==> config.mk <==
export PLATFORM = sky130hd
export DESIGN_NAME = dmem_access_ctrl_flat
export DESIGN_NICKNAME = d
export VERILOG_FILES = /design/src/rtl/dmem_access_if.sv /design/src/rtl/dmem_access_ctrl.sv /design/src/flat_wrapper.sv
export SDC_FILE = /design/constraint.sdc
export NUM_CORES = 1
export LEC_CHECK = 0
export ABC_AREA = 1
export BUFFER_PORTS_ARGS = -buffer_cell sky130_fd_sc_hd__buf_4
export CAP_MARGIN = 30
export CORE_AREA = 8 8 206 208
export DETAILED_ROUTE_END_ITERATION = 16
export DIE_AREA = 0 0 214 216
export GPL_ROUTABILITY_DRIVEN = 0
export HOLD_SLACK_MARGIN = 0.08
export PLACE_DENSITY = 0.66
export REMOVE_ABC_BUFFERS = 1
export SYNTH_ARGS = -nofsm -noshare
export SYNTH_HDL_FRONTEND = slang
export SYNTH_SLANG_ARGS = --single-unit
export TNS_END_PERCENT = 20
==> constraint.sdc <==
create_clock -name clk -period 4.8 [get_ports clk]
set_clock_uncertainty 0.05 [all_clocks]
set_input_delay 0.96 -clock clk [delete_from_list [all_inputs] [get_ports clk]]
set_output_delay 0.96 -clock clk [all_outputs]
set_load 0.05 [all_outputs]
==> src/rtl/dmem_access_if.sv <==
// Bus bundle between the execute stage, the RV64 data-memory access controller and the data memory.
// The slave modport is the controller's view; master is the surrounding environment.
interface dmem_access_if #(
  parameter int DATA_BITS = 64,
  parameter int STRB_BITS = DATA_BITS / 8
);
  logic                 req_valid;
  logic                 req_ready;
  logic                 req_write;
  logic [2:0]           req_size;
  logic [DATA_BITS-1:0] req_addr;
  logic [DATA_BITS-1:0] req_wdata;
  logic                 ctr_clr;
  logic                 resp_valid;
  logic                 resp_ready;
  logic [DATA_BITS-1:0] resp_rdata;
  logic [DATA_BITS-1:0] resp_addr;
  logic [2:0]           resp_size;
  logic                 resp_write;
  logic [DATA_BITS-1:0] resp_counter;
  logic                 resp_err;
  logic                 mem_req;
  logic                 mem_we;
  logic [DATA_BITS-1:0] mem_addr;
  logic [DATA_BITS-1:0] mem_wdata;
  logic [STRB_BITS-1:0] mem_wstrb;
  logic                 mem_ack;
  logic [DATA_BITS-1:0] mem_rdata;

  modport slave (
    input  req_valid, req_write, req_size, req_addr, req_wdata, ctr_clr,
           resp_ready, mem_ack, mem_rdata,
    output req_ready, resp_valid, resp_rdata, resp_addr, resp_size, resp_write,
           resp_counter, resp_err, mem_req, mem_we, mem_addr, mem_wdata, mem_wstrb
  );

  modport master (
    output req_valid, req_write, req_size, req_addr, req_wdata, ctr_clr,
           resp_ready, mem_ack, mem_rdata,
    input  req_ready, resp_valid, resp_rdata, resp_addr, resp_size, resp_write,
           resp_counter, resp_err, mem_req, mem_we, mem_addr, mem_wdata, mem_wstrb
  );
endinterface

==> src/rtl/dmem_access_ctrl.sv <==
// RV64 load/store access controller: one outstanding request, lane replication, byte strobes, swap counter.
// Define DMEM_TIMEOUT_EN to add a MEM-state watchdog that turns a missing mem_ack into an error response.
module dmem_access_ctrl #(
  parameter int DATA_BITS      = 64,
  parameter int STRB_BITS      = DATA_BITS / 8,
  parameter int TIMEOUT_CYCLES = 255
) (
  input  logic           clk,
  input  logic           rst_n,
  dmem_access_if.slave   bus
);

  localparam logic [1:0] IDLE     = 2'd0;
  localparam logic [1:0] MEM      = 2'd1;
  localparam logic [1:0] RESP     = 2'd2;
  localparam logic [1:0] ERR_RESP = 2'd3;

  logic [1:0]           state_q, state_d;
  logic [DATA_BITS-1:0] addr_q, addr_d;
  logic [2:0]           size_q, size_d;
  logic                 write_q, write_d;
  logic [DATA_BITS-1:0] wdata_q, wdata_d;
  logic [STRB_BITS-1:0] wstrb_q, wstrb_d;
  logic [DATA_BITS-1:0] rdata_q, rdata_d;
  logic                 err_q, err_d;
  logic [DATA_BITS-1:0] snap_q, snap_d;
  logic [DATA_BITS-1:0] ctr_q, ctr_d;

`ifdef DMEM_TIMEOUT_EN
  localparam int TIMER_BITS = ($clog2(TIMEOUT_CYCLES + 1) > 8) ? $clog2(TIMEOUT_CYCLES + 1) : 8;
  logic [TIMER_BITS-1:0] timer_q, timer_d;
`endif

  logic                 illegal;
  logic [DATA_BITS-1:0] repl_wdata;
  logic [STRB_BITS-1:0] strb_base;

  // Alignment check: halfwords need addr[0]==0, words addr[1:0]==0, dwords and swap loads addr[2:0]==0.
  always_comb begin
    illegal = 1'b0;
    unique case (bus.req_size)
      3'b001, 3'b101: illegal = bus.req_addr[0];
      3'b010, 3'b110: illegal = |bus.req_addr[1:0];
      3'b011, 3'b111: illegal = |bus.req_addr[2:0];
      default:        illegal = 1'b0;
    endcase
    if (bus.req_write && bus.req_size[2]) illegal = 1'b1;
  end

  always_comb begin
    unique case (bus.req_size[1:0])
      2'b00: begin repl_wdata = {8{bus.req_wdata[7:0]}};  strb_base = 8'h01; end
      2'b01: begin repl_wdata = {4{bus.req_wdata[15:0]}}; strb_base = 8'h03; end
      2'b10: begin repl_wdata = {2{bus.req_wdata[31:0]}}; strb_base = 8'h0F; end
      default: begin repl_wdata = bus.req_wdata;          strb_base = 8'hFF; end
    endcase
  end

  // NOTE: every always_comb target gets a default first so no path can infer a latch.
  always_comb begin
    state_d = state_q;
    addr_d  = addr_q;
    size_d  = size_q;
    write_d = write_q;
    wdata_d = wdata_q;
    wstrb_d = wstrb_q;
    rdata_d = rdata_q;
    err_d   = err_q;
    snap_d  = snap_q;
`ifdef DMEM_TIMEOUT_EN
    timer_d = timer_q;
`endif
    unique case (state_q)
      IDLE: begin
        if (bus.req_valid) begin
          addr_d  = bus.req_addr;
          size_d  = bus.req_size;
          write_d = bus.req_write;
          wdata_d = repl_wdata;
          wstrb_d = bus.req_write ? (strb_base << bus.req_addr[2:0]) : '0;
          rdata_d = '0;
          err_d   = illegal;
          snap_d  = ctr_q;
          state_d = illegal ? ERR_RESP : MEM;
`ifdef DMEM_TIMEOUT_EN
          timer_d = '0;
`endif
        end
      end
      MEM: begin
`ifdef DMEM_TIMEOUT_EN
        timer_d = timer_q + 1'b1;
`endif
        if (bus.mem_ack) begin
          rdata_d = write_q ? '0 : bus.mem_rdata;
          state_d = RESP;
`ifdef DMEM_TIMEOUT_EN
        end else if (timer_q == TIMER_BITS'(TIMEOUT_CYCLES - 1)) begin
          err_d   = 1'b1;
          state_d = ERR_RESP;
`endif
        end
      end
      default: begin
        if (bus.resp_ready) state_d = IDLE;
      end
    endcase
  end

  // Clear dominates a simultaneous swap-load retirement.
  always_comb begin
    ctr_d = ctr_q;
    if (bus.ctr_clr)
      ctr_d = '0;
    else if (state_q == RESP && bus.resp_ready && size_q == 3'b111 && !write_q)
      ctr_d = ctr_q + 1'b1;
  end

  // NOTE: sequential state uses non-blocking assignments only, so every flop samples pre-edge values.
  always_ff @(posedge clk or negedge rst_n) begin
    if (!rst_n) begin
      state_q <= IDLE;
      addr_q  <= '0;
      size_q  <= '0;
      write_q <= 1'b0;
      wdata_q <= '0;
      wstrb_q <= '0;
      rdata_q <= '0;
      err_q   <= 1'b0;
      snap_q  <= '0;
      ctr_q   <= '0;
`ifdef DMEM_TIMEOUT_EN
      timer_q <= '0;
`endif
    end else begin
      state_q <= state_d;
      addr_q  <= addr_d;
      size_q  <= size_d;
      write_q <= write_d;
      wdata_q <= wdata_d;
      wstrb_q <= wstrb_d;
      rdata_q <= rdata_d;
      err_q   <= err_d;
      snap_q  <= snap_d;
      ctr_q   <= ctr_d;
`ifdef DMEM_TIMEOUT_EN
      timer_q <= timer_d;
`endif
    end
  end

  assign bus.req_ready    = (state_q == IDLE);
  assign bus.resp_valid   = (state_q == RESP) || (state_q == ERR_RESP);
  assign bus.resp_rdata   = rdata_q;
  assign bus.resp_addr    = addr_q;
  assign bus.resp_size    = size_q;
  assign bus.resp_write   = write_q;
  assign bus.resp_counter = snap_q;
  assign bus.resp_err     = err_q;
  assign bus.mem_req      = (state_q == MEM);
  assign bus.mem_we       = (state_q == MEM) && write_q;
  assign bus.mem_addr     = {addr_q[DATA_BITS-1:3], 3'b000};
  assign bus.mem_wdata    = wdata_q;
  assign bus.mem_wstrb    = wstrb_q;

endmodule

==> src/flat_wrapper.sv <==
// flat-port wrapper written by rule: the top's interface ports become plain ports
module dmem_access_ctrl_flat 
#(
  parameter int DATA_BITS      = 64,
  parameter int STRB_BITS      = DATA_BITS / 8,
  parameter int TIMEOUT_CYCLES = 255
)
  (clk, rst_n, bus_req_valid, bus_req_write, bus_req_size, bus_req_addr, bus_req_wdata, bus_ctr_clr, bus_resp_ready, bus_mem_ack, bus_mem_rdata, bus_req_ready, bus_resp_valid, bus_resp_rdata, bus_resp_addr, bus_resp_size, bus_resp_write, bus_resp_counter, bus_resp_err, bus_mem_req, bus_mem_we, bus_mem_addr, bus_mem_wdata, bus_mem_wstrb);
  dmem_access_if #(.DATA_BITS(DATA_BITS), .STRB_BITS(STRB_BITS)) bus_i ();
  input  logic clk;
  input  logic rst_n;
  input wire logic [$bits(bus_i.req_valid)-1:0] bus_req_valid;
  input wire logic [$bits(bus_i.req_write)-1:0] bus_req_write;
  input wire logic [$bits(bus_i.req_size)-1:0] bus_req_size;
  input wire logic [$bits(bus_i.req_addr)-1:0] bus_req_addr;
  input wire logic [$bits(bus_i.req_wdata)-1:0] bus_req_wdata;
  input wire logic [$bits(bus_i.ctr_clr)-1:0] bus_ctr_clr;
  input wire logic [$bits(bus_i.resp_ready)-1:0] bus_resp_ready;
  input wire logic [$bits(bus_i.mem_ack)-1:0] bus_mem_ack;
  input wire logic [$bits(bus_i.mem_rdata)-1:0] bus_mem_rdata;
  output wire logic [$bits(bus_i.req_ready)-1:0] bus_req_ready;
  output wire logic [$bits(bus_i.resp_valid)-1:0] bus_resp_valid;
  output wire logic [$bits(bus_i.resp_rdata)-1:0] bus_resp_rdata;
  output wire logic [$bits(bus_i.resp_addr)-1:0] bus_resp_addr;
  output wire logic [$bits(bus_i.resp_size)-1:0] bus_resp_size;
  output wire logic [$bits(bus_i.resp_write)-1:0] bus_resp_write;
  output wire logic [$bits(bus_i.resp_counter)-1:0] bus_resp_counter;
  output wire logic [$bits(bus_i.resp_err)-1:0] bus_resp_err;
  output wire logic [$bits(bus_i.mem_req)-1:0] bus_mem_req;
  output wire logic [$bits(bus_i.mem_we)-1:0] bus_mem_we;
  output wire logic [$bits(bus_i.mem_addr)-1:0] bus_mem_addr;
  output wire logic [$bits(bus_i.mem_wdata)-1:0] bus_mem_wdata;
  output wire logic [$bits(bus_i.mem_wstrb)-1:0] bus_mem_wstrb;
  assign bus_i.req_valid = bus_req_valid;
  assign bus_i.req_write = bus_req_write;
  assign bus_i.req_size = bus_req_size;
  assign bus_i.req_addr = bus_req_addr;
  assign bus_i.req_wdata = bus_req_wdata;
  assign bus_i.ctr_clr = bus_ctr_clr;
  assign bus_i.resp_ready = bus_resp_ready;
  assign bus_i.mem_ack = bus_mem_ack;
  assign bus_i.mem_rdata = bus_mem_rdata;
  assign bus_req_ready = bus_i.req_ready;
  assign bus_resp_valid = bus_i.resp_valid;
  assign bus_resp_rdata = bus_i.resp_rdata;
  assign bus_resp_addr = bus_i.resp_addr;
  assign bus_resp_size = bus_i.resp_size;
  assign bus_resp_write = bus_i.resp_write;
  assign bus_resp_counter = bus_i.resp_counter;
  assign bus_resp_err = bus_i.resp_err;
  assign bus_mem_req = bus_i.mem_req;
  assign bus_mem_we = bus_i.mem_we;
  assign bus_mem_addr = bus_i.mem_addr;
  assign bus_mem_wdata = bus_i.mem_wdata;
  assign bus_mem_wstrb = bus_i.mem_wstrb;
  dmem_access_ctrl #(.DATA_BITS(DATA_BITS), .STRB_BITS(STRB_BITS), .TIMEOUT_CYCLES(TIMEOUT_CYCLES)) u_core (.clk(clk), .rst_n(rst_n), .bus(bus_i));
endmodule
Word-level counts from Yosys, hierarchy flattened
Index checks and enable logic that the tools add are counted.
Widths: inputs -> output; s select.
{"block": "classes", "reduce_logical": 20, "add_sub_neg": 1, "n_shift": 1, "n_lt_le_gt_ge": 0, "n_mux": 16, "eq_ne": 14, "multipliers": 0, "bitwise": 0, "n_div": 0}
{"op": "$mux 64", "count": 5}
{"op": "$pmux 64 s3", "count": 1}
{"op": "$pmux 64 s2", "count": 1}
{"op": "$add 64x1->64 const B", "count": 1}
{"op": "$pmux 8 s3", "count": 1}
{"op": "$eq 3x3->1 const B", "count": 4}
{"op": "$mux 2", "count": 4}
{"op": "$mux 8", "count": 1}
{"op": "$reduce_or 2->1", "count": 4}
{"op": "$shl 8x3->8", "count": 1}
{"op": "$eq 2x2->1 const B", "count": 3}
{"op": "$eq 3x2->1 const B", "count": 2}
{"op": "$reduce_and 3->1", "count": 2}
{"op": "$logic_and 1x1->1", "count": 5}
{"op": "$eq 2x1->1 const B", "count": 2}
{"op": "$logic_not 2->1", "count": 2}
{"op": "$ne 2x2->1 const B", "count": 2}
{"op": "$pmux 2 s2", "count": 1}
{"op": "$reduce_bool 2->1", "count": 2}
{"op": "$eq 3x1->1 const B", "count": 1}
{"op": "$pmux 1 s3", "count": 1}
{"op": "$reduce_bool 3->1", "count": 1}
{"op": "$reduce_or 3->1", "count": 1}
{"op": "$reduce_and 2->1", "count": 1}
{"op": "3 further kinds", "count": 3}
{"block": "word_totals", "register_bits": 335, "n_memories": 0, "rom_bits": 0, "wordCells": 62, "latchBits": 0, "ram_bits": 0, "inputBits": 202, "out_inout_bits": 337}

Depth between registers and ports, before layout
Gate-level depths: netlist (run 1).
{"block": "depth", "ltp_word": 7, "mapped_depth": 11, "depth_no_buf": 10}

Worst setup path before layout (run 1)
OpenSTA, ideal clock, no wires.
{"block": "synth_path", "kind": "register to output", "from": "register u_core.state_q[1]", "to": "output port bus_mem_we", "slack_ns": 1.753, "n_path_buf": 0, "path_stages_with_launch": 4, "t_arrival_ns": 2.037, "required_time_ns": 3.790, "cell_sequence": "dfrtp_1 > nor2_1 > inv_1 > nor2_1"}
{"block": "synth_via", "elab_chain_cells": 2}
{"item": "from (decl)", "line_no": "dmem_access_ctrl.sv:18", "source": "logic [1:0] state_q, state_d;"}
{"item": "from (signal assigned)", "line_no": "dmem_access_ctrl.sv:136", "source": "state_q <= state_d;"}
{"item": "$eq 2x1->1"}
{"item": "net bus_mem_req", "line_no": "flat_wrapper.sv:29", "source": "output wire logic [$bits(bus_i.mem_req)-1:0] bus_mem_req;"}
{"item": "$logic_and 1x1->1", "line_no": "dmem_access_ctrl.sv:161", "source": "assign bus.mem_we = (state_q == MEM) && write_q;"}
{"item": "to (decl)", "line_no": "flat_wrapper.sv:30", "source": "output wire logic [$bits(bus_i.mem_we)-1:0] bus_mem_we;"}
The timed path passes the listed nets, and every way through them passes these cells.

Worst setup path after layout (run 1)
{"block": "layout_path", "from": "register u_core.state_q[1]", "to": "register u_core.wstrb_q[6], in the netlist u_core.bus.mem_wstrb[6]"}
{"block": "layout_via", "elab_chain_cells": 2}
{"item": "$logic_not 2->1", "line_no": "dmem_access_ctrl.sv:73", "source": "unique case (state_q)"}
{"item": "$reduce_and 2->1 (no source line)"}
{"item": "to (signal assigned)", "line_no": "dmem_access_ctrl.sv:141", "source": "wstrb_q <= wstrb_d;"}
{"item": "to (decl)", "line_no": "dmem_access_ctrl.sv:23", "source": "logic [STRB_BITS-1:0] wstrb_q, wstrb_d;"}
Every way passes these cells.
A chain may end at the register's enable or synchronous reset.

==> out/summary.txt, run 1 <==
Crit path kind: flop to flop
Via count: 14600
Area of the core: 39200 µm²
Initial DRC Count: 1265
Crit start category: flop
Setup Viol. Count Final: 0
Met1 routing resource usage after global routing: 30.3%
Maximum number of pins on one net before global-route repair: 209
Critical Path RT: 5.23 ns
M2 GR Usage: 38.3%
Area growth from synthesis to layout: 34.2%
R2r startpoint: u_core.state_q[1]
Max VDD drop: 0.000366 V
# rows: 73
Category of cells accounting for the largest share of critical-path delay: simple AND/OR/NAND/NOR gates
Die boundary height: 216 µm
#FFs+latches synth: 335
Crit end category: flop
Most frequent standard cell in the layout excluding fill and tap cells: sky130_fd_sc_hd__nand2_1
Power after layout: 0.0146 W
Worst slew margin relative to its limit: 30.7%
Setup TNS: 0 ns
Highest-count cells in the layout ignoring fill and taps: 746 x sky130_fd_sc_hd__nand2_1, 543 x sky130_fd_sc_hd__buf_4, 335 x sky130_fd_sc_hd__dfrtp_1, 193 x sky130_fd_sc_hd__nor2_1, 133 x sky130_fd_sc_hd__o21ai_0
Net count of the finished layout: 2579
Initial antenna violation count: 4
Clock net sink count: 335
Grt total ovfl: 0
Total track usage: 24.2%
Cell chain of the critical path: nor2_1, nand2_4, buf_12, nor2_1, nand2_1, a21oi_1, a22o_1
Number of cells on the worst reg-to-reg path: 7
Pins Over Slew Limit: 0
Die X-Extent: 214 µm
CTS Hold Bufs: 0
Synth unique cells: 31
CP peak stage delay: 0.45 ns
Capturing point of the worst reg2reg path: u_core.bus.mem_wstrb[6]
Final critical path time including I/O delays and setup: 2.93 ns
# Max-Cap Violations: 0
Total routed wirelength: 58100 µm
Post-Route Hold Slack: 0.427 ns
Hold EP: u_core.bus.resp_err
Port buffer count: 535
Number of placed I/O pins: 539
Core utilization of the finished layout: 52.7%
TritonRoute pass-1 iters: 6
Busiest grt layer: met2
Setup repair after global routing missed its margin: false
Initial cell density of the core: 39.3%
Post-Synthesis Cell Area: 15400 µm²
Cell area after placement: 19300 µm²
Antenna Violating Nets Remaining: 0
Worst Path Arrival: 3.36 ns
Maximum frequency from static timing analysis: 341 MHz
Final Cycle Share: 61.0%
Clock tree from TritonCTS: built
Leakage power: 10.6 nW
Average cell area after synthesis: 7.95 µm²
Final Hold Fails: 0
Register clock-pin slew on the reported worst setup and hold paths: 0.06 ns
Buffer cell driving the clock tree root: sky130_fd_sc_hd__clkbuf_16
Status: complete, no violations
Number of warnings printed during yosys synthesis: 0
Post-CTS setup buffers: 0
Slowest cell on the critical path: sky130_fd_sc_hd__nand2_4
Final routed DRC violation total: 0
Share of final-layout standard cells stronger than drive strength 1: 26.3%
Worst Path Max Fanout: 208
Vias in the first global route: 14100
Mean number of vias per cell: 4.97
PostCTS Resize Cnt: 0
Mapped Cells: 1938
Number of buffers on the longest clock path: 3
Hpwl dp: 43300 µm
Worst reg-to-reg setup slack: 1.87 ns
Total power per unit cell area: 707 nW/µm²
Later-pin clock latency in the skew report: 0.54 ns
Combined buffer and inverter count along the critical path: 1
Met3 demand-to-capacity share in global routing: 8.03%
Start point of the worst hold path: u_core.bus.resp_err
Number of buffers created by CTS: 38
Register area share after synthesis: 54.4%
Final Cell Area: 20700 µm²
Actual slew at the worst max-slew pin: 1.04 ns
Level count of the clock H-tree: 2
Cell with the most instances on the worst path: sky130_fd_sc_hd__nor2_1
Hold depth: 2
DIE AREA: 46200 µm²
WL/cell: 19.8 µm
First-pass GRT wire length: 87800 µm
Class of the tightest hold or removal check: flop to flop
==> per-layer routing <==
metal,wire (µm),vias to the layer above
li1,-,6975
met1,23600,6891
met2,27300,585
met3,5100,105
met4,2060,4
met5,25,-
==> cells by family (layout without fill, tap and decap cells) <==
kind of cell | count (synthesis) | in the layout | share of synthesized area (%)
simple gates | 1120 | 1120 | 29.4
compound gates | 242 | 242 | 8.14
fa+ha+maj | 1 | 1 | 0.0812
buf+inv | 239 | 703 | 7.95
flops | 335 | 335 | 54.4
other cells | 1 | 6 | 0.0244
==> cells in the mapped netlist, drive strengths merged <==
master | count | area (µm²)
conb | 1 | 3.75
nor2 | 211 | 857
clkbuf | 25 | 93.8
nand3 | 124 | 621
nand4 | 15 | 93.8
o22ai | 1 | 6.26
a21oi | 85 | 425
o21ai | 136 | 681
a211oi | 1 | 7.51
o2111ai | 1 | 8.76
and2 | 3 | 18.8
dfrtp | 335 | 8380
inv | 87 | 327
a22o | 1 | 8.76
o21a | 8 | 60.1
nand3b | 2 | 15.0
ha | 1 | 12.5
a31oi | 9 | 56.3
nand2 | 752 | 2850
buf | 127 | 803
nor3 | 13 | 65.1
==> worst max-delay path by stage <==
stage	end	cells past startpoint	slack (ns)	startpoint
floorplan	u_core.bus.mem_wdata[10]	5	-4.47	u_core.state_q[1]
global placement	u_core.bus.mem_wstrb[6]	7	1.61	bus_req_valid
detailed placement	u_core.bus.mem_wstrb[6]	7	1.63	bus_req_valid
CTS	u_core.bus.resp_addr[52]	6	1.87	u_core.state_q[1]
global route	u_core.bus.resp_addr[28]	6	1.69	u_core.state_q[1]
finish	u_core.bus.mem_wstrb[6]	7	1.87	u_core.state_q[1]
==> through the flow <==
stage,std cells,setup WS (ns)
finish,2932,1.87
global route,2931,1.69
CTS,2929,1.87
detailed placement,2861,1.63
global placement,2860,1.61
floorplan,1788,-4.47
==> state kept, by name, summed over array words and instances (netlist names) <==
register                 count
u_core.bus.resp_write        1
u_core.bus.resp_err          1
u_core.ctr_q                64
u_core.bus.mem_wdata        64
u_core.bus.resp_rdata       64
u_core.bus.resp_counter     64
u_core.bus.resp_size         3
u_core.bus.resp_addr        64
u_core.bus.mem_wstrb         8
u_core.state_q               2
==> layout make-up <==
cell class | instances | area, µm²
fill | 3733 | 18500
sequential | 335 | 8380
multi-input combinational | 1366 | 5810
timing repair buffer | 548 | 4170
clock buffer | 59 | 1150
tap | 525 | 657
inverter | 87 | 329
clock inverter | 9 | 151
antenna | 3 | 7.51
==> tightest hold or removal path, cell delays in order, from the launching register on <==
cell                      delay, ns
sky130_fd_sc_hd__dfrtp_1       0.34
sky130_fd_sc_hd__nand2_1       0.06
sky130_fd_sc_hd__nand2_1       0.05
==> power breakdown <==
group	internal, W	switching [W]	leakage (nW)
clock	0.00187	0.00118	0.635
sequential	0.00360	0.000630	4.44
combinational	0.00185	0.00549	5.55
No activity file was read; power rests on OpenSTA's default activity.
==> run 2, diff against run 1 <==
clock period = 3 ns   (was 4.8 ns; I/O delays follow)
==> run 2 against run 1 <==
- final cell count is 0.17% higher
- hold slack worse by 0.22 ns
- total power is 60% higher
- wire length is 1.7% higher
- die area stayed put
- combinational power is 62% higher
- count of clock-buffer cells in the layout is 8 lower
- via count is 1.4% higher
- register-to-register slack worse by 1.2 ns
- clock power is 54% higher
==> out/summary.txt, run 2 (synthesis gave the netlist of run 1 again) <==
Status: complete, no violations
R2r startpoint: u_core.state_q[1]
Number of cells on the worst reg-to-reg path: 6
Highest-count cells in the layout ignoring fill and taps: 746 x sky130_fd_sc_hd__nand2_1, 546 x sky130_fd_sc_hd__buf_4, 335 x sky130_fd_sc_hd__dfrtp_1, 193 x sky130_fd_sc_hd__nor2_1, 133 x sky130_fd_sc_hd__o21ai_0
Core utilization of the finished layout: 52.9%
Capturing point of the worst reg2reg path: u_core.bus.resp_rdata[56]
Crit end category: primary output
# Max-Cap Violations: 0
# rows: 73
Area of the core: 39200 µm²
Total power per unit cell area: 1130 nW/µm²
Max VDD drop: 0.000540 V
Later-pin clock latency in the skew report: 0.55 ns
Crit start category: flop
Antenna Violating Nets Remaining: 0
Via count: 14800
First-pass GRT wire length: 89600 µm
Worst reg-to-reg setup slack: 0.69 ns
Grt total ovfl: 0
WL/cell: 20.1 µm
Total track usage: 24.7%
Hold EP: u_core.bus.resp_addr[22]
Start point of the worst hold path: bus_req_addr[22]
Pins Over Slew Limit: 0
DR WL met3: 5680 µm
Class of the tightest hold or removal check: primary input to flop
Setup repair after global routing missed its margin: false
Hold depth: 3
Crit path kind: flop to primary output
Final Hold Fails: 0
Final standard cell count with taps included and fillers excluded: 2937
Total routed wirelength: 59100 µm
Setup Viol. Count Final: 0
Clock net sink count: 335
Maximum number of pins on one net before global-route repair: 122
Vias in the first global route: 14400
Worst Path Arrival: 1.85 ns
Initial antenna violation count: 2
Number of buffers created by CTS: 39
Worst Path Max Fanout: 4
Highest routing layer actually used: met5
TritonRoute pass-1 iters: 8
Final routed DRC violation total: 0
Hpwl dp: 44700 µm
Number of buffers on the longest clock path: 3
Share of final-layout standard cells stronger than drive strength 1: 26.8%
Die X-Extent: 214 µm
Initial cell density of the core: 39.3%
Area growth from synthesis to layout: 34.6%
Metal1 wirelength: 23400 µm
Routed wire length on met2: 27700 µm
Register clock-pin slew on the reported worst setup and hold paths: 0.07 ns
Number of antenna cells inserted: 0
Die boundary height: 216 µm
Net count of the finished layout: 2588
Port buffer count: 535
DIE AREA: 46200 µm²
Cell area after placement: 19500 µm²
Most frequent standard cell in the layout excluding fill and tap cells: sky130_fd_sc_hd__nand2_1
Number of placed I/O pins: 539
Final Cell Area: 20700 µm²
Leakage power: 10.7 nW
Instance count after placement with tap cells included: 2868
Clock tree from TritonCTS: built
Worst-case setup slack after placement: 0.789 ns
Critical Path RT: 2.35 ns
Maximum frequency from static timing analysis: 400 MHz
Buffer cell driving the clock tree root: sky130_fd_sc_hd__clkbuf_16
Initial DRC Count: 1269
Mean number of vias per cell: 5.03
Final Cycle Share: 83.4%
Worst slew margin relative to its limit: 45.3%
Level count of the clock H-tree: 2
Final Worst Setup Slack: 0.499 ns
Final critical path time including I/O delays and setup: 2.50 ns
Actual slew at the worst max-slew pin: 0.820 ns
==> run 2: cell types whose count changed in the layout (fill, tap and decap cells not counted), sizes merged, moves of 2 or more <==
cell	before	now
clkbuf	59	51
clkinv	4	12
bufinv	4	2
diode	3	0
buf	548	555
==> run 2: final cells by class <==
type / count / area [µm²]
repair buffers: 556 / 4280
clock buffers: 51 / 1100
flip-flops and latches: 335 / 8380
multi-input cells: 1366 / 5810
inverters: 87 / 329
fillers: 3692 / 18500
clock inverters: 17 / 154
well taps: 525 / 657
==> run 2: power by group <==
group,switching [W],internal (W),leakage [nW],total [W]
registers,0.000966,0.00575,4.44,0.00672
logic,0.00890,0.00301,5.60,0.0119
clock network,0.00192,0.00277,0.623,0.00469
total,0.0118,0.0115,10.7,0.0233
==> run 2: what timing repair did <==
action                                  4_1_cts  5_1_grt
hold endpoints to repair                     68        0
endpoints found under the setup margin        0        0
hold buffers                                  1        0
buffers inserted                              0        0
gates resized for setup                       0        0
==> run 2: worst max path at each step <==
| stage | start | cells past startpoint | end |
|---|---|---|---|
| after detailed placement | u_core.state_q[1] | 6 | u_core.bus.resp_rdata[56] |
| after global routing | u_core.state_q[0] | 5 | bus_mem_we |
| final | u_core.state_q[0] | 5 | bus_mem_we |
| after global placement | u_core.state_q[1] | 6 | u_core.bus.resp_rdata[56] |
| after CTS | u_core.state_q[0] | 5 | bus_mem_we |
| after floorplan | u_core.state_q[1] | 5 | u_core.bus.mem_wdata[10] |
==> run 2: stage by stage <==
step | hold WS [ns] | TNS, ns | total power [W]
4_1_cts | 0.170 | 0 | 0.0235
3_3_place_gp | 0.414 | 0 | 0.0186
5_1_grt | 0.195 | 0 | 0.0242
2_1_floorplan | 0.254 | -1373.50 | 0.0142
3_5_place_dp | 0.416 | 0 | 0.0187
6_report | 0.202 | 0 | 0.0233
==> run 2: per-layer routing <==
| metal | track usage (%) | up-vias |
|---|---|---|
| li1 | - | 7001 |
| met1 | 30.5 | 7041 |
| met2 | 39.2 | 601 |
| met3 | 8.87 | 115 |
| met4 | 9.80 | 2 |
| met5 | 0 | - |
==> run 2: worst max-delay path, stage by stage, from the launching register on <==
cell and delay [ns]:
sky130_fd_sc_hd__dfrtp_1 0.54, sky130_fd_sc_hd__inv_1 0.10, sky130_fd_sc_hd__nor2_1 0.23, sky130_fd_sc_hd__inv_1 0.13, sky130_fd_sc_hd__nor2_1 0.10, sky130_fd_sc_hd__buf_4 0.21
